==> config.mk <==
export PLATFORM = sky130hd
export DESIGN_NAME = clock_period_meter
export DESIGN_NICKNAME = d
export VERILOG_FILES = /design/src/rtl/clk_meter_pkg.sv /design/src/rtl/sync_edge_det.sv /design/src/rtl/clock_period_meter.sv
export SDC_FILE = /design/constraint.sdc
export NUM_CORES = 1
export LEC_CHECK = 0
export CAP_MARGIN = 20
export CORE_ASPECT_RATIO = 2
export CORE_UTILIZATION = 30
export CTS_CLUSTER_DIAMETER = 150
export CTS_CLUSTER_SIZE = 30
export DETAILED_ROUTE_END_ITERATION = 16
export DONT_BUFFER_PORTS = 1
export GPL_TIMING_DRIVEN = 0
export SYNTH_ARGS = -nofsm -noshare
export SYNTH_HDL_FRONTEND = slang
export SYNTH_HIERARCHICAL = 1
export SYNTH_SLANG_ARGS = --single-unit
==> constraint.sdc <==
create_clock -name clk -period 2.5 [get_ports clk]
set_input_delay 0.25 -clock clk [delete_from_list [all_inputs] [get_ports clk]]
set_output_delay 0.25 -clock clk [all_outputs]
set_load 0.02 [all_outputs]
==> src/rtl/clk_meter_pkg.sv <==
// Shared definitions for the clock period meter: FSM state encoding and
// the default abort limit for waiting on an edge.
package clk_meter_pkg;

    typedef enum logic [1:0] {
        IDLE    = 2'd0,
        ARM     = 2'd1,
        MEASURE = 2'd2
    } state_e;

    localparam int unsigned DEFAULT_TIMEOUT = 1000;

endpackage

==> src/rtl/sync_edge_det.sv <==
// Multi-flop synchronizer for an asynchronous level input, followed by a
// history flop that yields single-cycle rise/fall strobes.
module sync_edge_det #(
    parameter int unsigned SYNC_STAGES = 2
) (
    input  logic clk,
    input  logic rst,
    input  logic d_i,
    output logic rise_o,
    output logic fall_o
);

    logic [SYNC_STAGES-1:0] sync_q;
    logic                   hist_q;

    always_ff @(posedge clk or posedge rst) begin
        if (rst) begin
            sync_q <= '0;
            hist_q <= 1'b0;
        end else begin
            sync_q <= {sync_q[SYNC_STAGES-2:0], d_i};
            hist_q <= sync_q[SYNC_STAGES-1];
        end
    end

    // Strobes come only from fully synchronized samples.
    assign rise_o = sync_q[SYNC_STAGES-1] & ~hist_q;
    assign fall_o = ~sync_q[SYNC_STAGES-1] & hist_q;

endmodule

==> src/rtl/clock_period_meter.sv <==
// Measures sig_in period (and, with CLK_METER_DUTY_EN defined, its high time)
// in clk cycles between consecutive rising edges; aborts after TIMEOUT cycles.
module clock_period_meter
    import clk_meter_pkg::*;
#(
    parameter int unsigned CNT_W       = 32,
    parameter int unsigned TIMEOUT     = DEFAULT_TIMEOUT,
    parameter int unsigned SYNC_STAGES = 2
) (
    input  logic             clk,
    input  logic             rst,
    input  logic             sig_in,
    input  logic             start,
    input  logic             cont,
    output logic [CNT_W-1:0] period,
    output logic [CNT_W-1:0] high_time,
    output logic             valid,
    output logic             timeout,
    output logic             busy
);

    localparam logic [CNT_W-1:0] CNT_LAST = CNT_W'(TIMEOUT - 1);
    localparam logic [CNT_W-1:0] CNT_ONE  = CNT_W'(1);

    state_e           state_q, state_d;
    logic [CNT_W-1:0] cnt_q, cnt_d;
    logic [CNT_W-1:0] period_q, period_d;
    logic             valid_q, valid_d;
    logic             timeout_q, timeout_d;
    logic             rise_det, fall_det;

    sync_edge_det #(
        .SYNC_STAGES(SYNC_STAGES)
    ) u_sync (
        .clk   (clk),
        .rst   (rst),
        .d_i   (sig_in),
        .rise_o(rise_det),
        .fall_o(fall_det)
    );

`ifdef CLK_METER_DUTY_EN
    logic [CNT_W-1:0] hi_shadow_q, hi_shadow_d;
    logic [CNT_W-1:0] high_time_q, high_time_d;
`else
    logic fall_unused;
    assign fall_unused = fall_det;
`endif

    always_comb begin
        state_d   = state_q;
        cnt_d     = cnt_q;
        period_d  = period_q;
        valid_d   = 1'b0;
        timeout_d = 1'b0;
`ifdef CLK_METER_DUTY_EN
        hi_shadow_d = hi_shadow_q;
        high_time_d = high_time_q;
`endif
        case (state_q)
            IDLE: begin
                if (start) begin
                    state_d = ARM;
                    cnt_d   = '0;
                end
            end
            ARM: begin
                if (rise_det) begin
                    state_d = MEASURE;
                    cnt_d   = CNT_ONE;
`ifdef CLK_METER_DUTY_EN
                    hi_shadow_d = '0;
`endif
                end else if (cnt_q == CNT_LAST) begin
                    state_d   = IDLE;
                    timeout_d = 1'b1;
                end else begin
                    cnt_d = cnt_q + CNT_ONE;
                end
            end
            MEASURE: begin
                // An edge arriving on the last allowed cycle still completes the period.
                if (rise_det) begin
                    period_d = cnt_q;
                    valid_d  = 1'b1;
`ifdef CLK_METER_DUTY_EN
                    high_time_d = hi_shadow_q;
                    hi_shadow_d = '0;
`endif
                    if (cont) begin
                        cnt_d = CNT_ONE;
                    end else begin
                        state_d = IDLE;
                    end
                end else if (cnt_q == CNT_LAST) begin
                    state_d   = IDLE;
                    timeout_d = 1'b1;
                end else begin
                    cnt_d = cnt_q + CNT_ONE;
`ifdef CLK_METER_DUTY_EN
                    if (fall_det) begin
                        hi_shadow_d = cnt_q;
                    end
`endif
                end
            end
            default: begin
                state_d = IDLE;
            end
        endcase
    end

    always_ff @(posedge clk or posedge rst) begin
        if (rst) begin
            state_q   <= IDLE;
            cnt_q     <= '0;
            period_q  <= '0;
            valid_q   <= 1'b0;
            timeout_q <= 1'b0;
`ifdef CLK_METER_DUTY_EN
            hi_shadow_q <= '0;
            high_time_q <= '0;
`endif
        end else begin
            state_q   <= state_d;
            cnt_q     <= cnt_d;
            period_q  <= period_d;
            valid_q   <= valid_d;
            timeout_q <= timeout_d;
`ifdef CLK_METER_DUTY_EN
            hi_shadow_q <= hi_shadow_d;
            high_time_q <= high_time_d;
`endif
        end
    end

    assign period  = period_q;
    assign valid   = valid_q;
    assign timeout = timeout_q;
    assign busy    = (state_q != IDLE);
`ifdef CLK_METER_DUTY_EN
    assign high_time = high_time_q;
`else
    assign high_time = '0;
`endif

endmodule

* Word level (Yosys, flattened, before mapping)
Index checks and enable logic that the tools add are counted.
** Storage, ports and cells
- Word-level logic and storage cells :: 40
- Bits in registers :: 71
- Output and inout bits :: 67
- Input bits :: 5
** Operators by class
- $add $sub $neg :: 1
- Muxes and demuxes :: 17
- Reduce and logical (&&, ||, !) cells :: 7
- Eq/ne operators :: 6
- Bitwise gates (word level) :: 2
** Operators by type and width (count)
- 2-to-1 mux 32 bit :: 5
- one-hot mux 32 bit (3 select lines) :: 1
- adder 32 x 1 -> 32 bit, second input constant :: 1
- equality test 32 x 10 -> 1 bit, second input constant :: 1
- 2-to-1 mux 2 bit :: 5
- inequality test 3 bit, second input constant :: 2
- one-hot mux 2 bit (3 select lines) :: 1
- 2-to-1 mux 1 bit :: 5
- AND reduction 2 bit :: 2
- AND reduction 3 bit :: 1
- nonzero test 3 bit :: 1
- equality test 2 x 1 -> 1 bit, second input constant :: 1
- equality test 2 bit, second input constant :: 1
- logical NOT 2 bit :: 1
- inequality test 2 bit, second input constant :: 1
- nonzero test 2 bit :: 1
- OR reduction 2 bit :: 1
- bitwise AND 1 bit :: 1
- NOT 1 bit :: 1

* Logic depth before layout (Yosys ltp)
- Depth in word-level cells :: 4
- Gate-level depth with buffers :: 8
- Depth with buffers taken out :: 7

* By module
Netlist, hierarchy kept.
** Modules (own cells, without submodules)
- clock_period_meter :: cells an instance 325, instances 1, seq. area each 1701.6 um^2, area each 3539.6 um^2
- sync_edge_det :: cells an instance 6, instances 1, seq. area each 75.1 um^2, area each 93.8 um^2

* Least setup slack after synthesis
Ideal clock, no wire load.
- Path kind :: register -> register
- Start point :: reg u_sync.hist_q
- End point :: reg cnt_q[2]
- Path slack :: 642 ps
- Arrival time :: 1734 ps
- Setup time :: 124 ps
- Buffers on the path :: 1
- Required time :: 2376 ps
- Period minus slack after synthesis :: 1858 ps
- Stages on the path, launching flop included :: 8
- Cells stage by stage :: dfrtp_1 nor2b_1 nand2_1 buf_4 o211ai_4 nor2_1 and3b_1 a211o_1
** Between the ends
- Longest elaborated chain between the ends :: 4
- Elaborated cells between the ends (all ways) :: 7
- Those cells by class :: eq/ne: 1; mux: 3; bitwise: 2; reduce/logical: 1
** Ends and longest elaborated chain
- from (decl) :: RTL line sync_edge_det.sv:14 : logic hist_q;
- from (signal assigned) :: RTL line sync_edge_det.sv:22 : hist_q <= sync_q[SYNC_STAGES-1];
- NOT 1 bit (*) :: RTL line sync_edge_det.sv:27 : assign rise_o = sync_q[SYNC_STAGES-1] & ~hist_q;
- bitwise AND 1 bit (*) :: RTL line sync_edge_det.sv:27
- via rise_det :: RTL line clock_period_meter.sv:30 : logic rise_det, fall_det;
- inequality test 3 bit (no line) (tied with other cells)
- AND reduction 3 bit (no line) or one-hot mux 32 bit (3 select lines) (tied branches)
- to (signal assigned) :: RTL line clock_period_meter.sv:126 : cnt_q <= cnt_d;
- to (decl) :: RTL line clock_period_meter.sv:26 : logic [CNT_W-1:0] cnt_q, cnt_d;
Mark *: on every way through the listed nets, which the timed path passes. The rest lies on a longest branch.
A chain may end at the register's enable or synchronous reset.

* Worst setup path after layout
- Start point :: reg state_q[0]
- End point :: reg cnt_q[19]
** Between the ends
- Longest elaborated chain between the ends :: 3
- Elaborated cells between the ends (all ways) :: 8
- Those cells by class :: eq/ne: 4; mux: 1; reduce/logical: 3
** Ends and longest elaborated chain
- from (decl) :: RTL line clock_period_meter.sv:25 : state_e state_q, state_d;
- from (signal assigned) :: RTL line clock_period_meter.sv:125 : state_q <= state_d;
- equality test 2 bit (tied with other cells) :: RTL line clock_period_meter.sv:60 : case (state_q)
- inequality test 3 bit (no line) (tied with other cells)
- AND reduction 3 bit (no line)
Several ways; a longest one is shown, not always the timed one.

==> run summary <==
CTS tree: yes
Final Hold Fails: 40
Ys Warns: 6
core area: 11800 um2
Pwr per Cell Area: 752 nW/um2
Setup crit start: state_q[0]
Crit Path Category: reg -> reg
Arrival @ worst endpoint: 2.43 ns
synthesized instance count: 330
RSZ-0062 raised after global routing: false
# setup viols final: 0
nets@finish: 384
# diodes: 0
Place WS: 0.261 ns
Max Cap Viol: 0
slew of the pin with the lowest slew margin: 0.853 ns
Worst R2R Path Depth: 8
H-tree levels: 3
post-CTS setup buffers: 0
critical path capture point type: register
Placer Congestion: 0.843
fin. max-slew vios: 0
drt drc: 0
crit path buf inv count: 3
fmax: 0.448 GHz
startpoint types: register
routed len/inst: 14.9 um
Iteration-0 DRC Markers: 136
die footprint: 12600 um2
critical path depth: 8
Worst Setup EP: cnt_q[19]
Fillers: 1209
Top delay family on crit path: buffers and inverters
worst hold margin: -0.0588 ns
initial core utilization: 0.308
Die Ht: 157 um
die width: 79.7 um
FF-to-FF Start: state_q[0]
slowest stage delay, CP: 0.42 ns
crit path cell chain: inv_1 > ha_1 > nand2_1 > buf_4 > o211ai_4 > nor2_2 > clkbuf_1 > nor2_1
Metal-1 WL: 2530 um
Placed Area: 3930 um2
clock root cell: clkbuf_16
HP Class: in -> async
ANT nets after route: 0
CP max-delay cell: clkbuf_1
Tot GR Track Use: 0.134
R2R Path End: cnt_q[19]
total vias in the final route: 2489
violated checks: negative hold slack
routed wl met2: 4250 um
status: complete, but fails checks
Rows: 56
largest net degree at the start of global routing: 69
total chip power: 3.17 mW
WL final: 7820 um
vias per inst: 4.75
drt first pass iters: 6
share of cells above drive strength 1: 0.261
vias in the first global route: 2472
Setup TNS: 0 ns
num ports: 72
clock buffer depth: 2
Tcrit/Tclk final: 0.894
GR Overflow Total: 0
initial antenna violation count: 0
port buffer count: 0
top sig layer: met4
post-CTS sizing: 0
Clock transition at path regs: 0.05 ns
clk_lat worst skew: 0.33 ns
Reg2Reg Setup Slack: 0.27 ns
Post-Syn Area: 3620 um2
CP max FO: 10
worst setup margin: 0.266 ns
HPWL after detailed placement: 5970 um
Syn Area/Cell: 11.0 um2
first-pass GRT wire length: 12500 um
critical path required time: 2.69 ns
Tmin final: 2.23 ns
clk_skew: 0.00380 ns
Inserted Clock Buffers: 9
Lkg Pwr: 2.05 nW
Synth-to-Final Area Change: 16.3%
Sink Count: 71
Max-slew headroom: 0.432
post-route cell area: 4220 um2
worst vdd ir: 0.000328 V
met3 WL post-DR: 505 um
==> layer usage <==
metal | global-route usage | up-vias
met2 | 0.245 | 86
met5 | 0 | -
met4 | 0.108 | 0
li1 | - | 1183
met3 | 0.0377 | 25
met1 | 0.118 | 1195
==> power by group <==
group          total (mW)  internal (mW)  leakage (nW)  switching (mW)
Clock                1.17          0.727         0.131           0.440
Sequential           1.31           1.22         0.976          0.0903
Combinational       0.695          0.223         0.942           0.471
==> sequential cells by signal, indices dropped and copies added, names as in the netlist <==
name / flops
cnt_q: 32
timeout: 1
valid: 1
u_sync/hist_q: 1
state_q: 2
u_sync/sync_q: 2
period: 32
==> cell type report <==
type                            count  area [um2]  share of cell area
Clock buffer                       16         272              0.0644
Multi-Input combinational cell    236        1610               0.381
Sequential cell                    71        1780               0.421
Buffer                             44         320              0.0760
Inverter                           10        40.0             0.00950
Timing Repair Buffer                2        20.0             0.00475
Tap cell                          145         181              0.0430
==> cells in the final DEF, fill, tap and decap left out, types with 6 or more instances in the layout <==
cell,instances
nand3_1,15
buf_4,34
nand2_1,14
clkbuf_1,8
nor2_1,26
nor4_1,6
dfrtp_1,71
mux2_2,29
clkbuf_16,9
conb_1,32
o21ai_0,13
xnor2_1,8
xor2_1,11
nand4_1,8
inv_1,9
a21oi_1,10
or3_1,8
nor3_1,7
==> worst min-delay path by stage <==
| stage | from | to | slack [ns] | depth (start not counted) |
|---|---|---|---|---|
| floorplan | rst | u_sync/hist_q | 0.004 | 1 |
| global placement | rst | u_sync/sync_q[0] | 0.009 | 1 |
| detailed placement | rst | u_sync/sync_q[1] | 0.02 | 1 |
| CTS | rst | valid | 0.002 | 1 |
| global route | rst | state_q[1] | 0.03 | 1 |
| finish | rst | valid | -0.06 | 1 |
==> through the flow <==
stage	hold slack, ns	util	instances
finish	-0.0588	0.358	524
global route	0.0275	0.358	524
CTS	0.00152	0.358	524
detailed placement	0.0159	0.333	506
global placement	0.00947	0.333	506
floorplan	0.00364	-	361
==> repair_timing <==
action	4_1_cts	5_1_grt
hold buffers	2	0
hold endpoints to repair	4	0
endpoints found under the setup margin	0	0
Note: power is estimated with default switching activity, not from simulation.
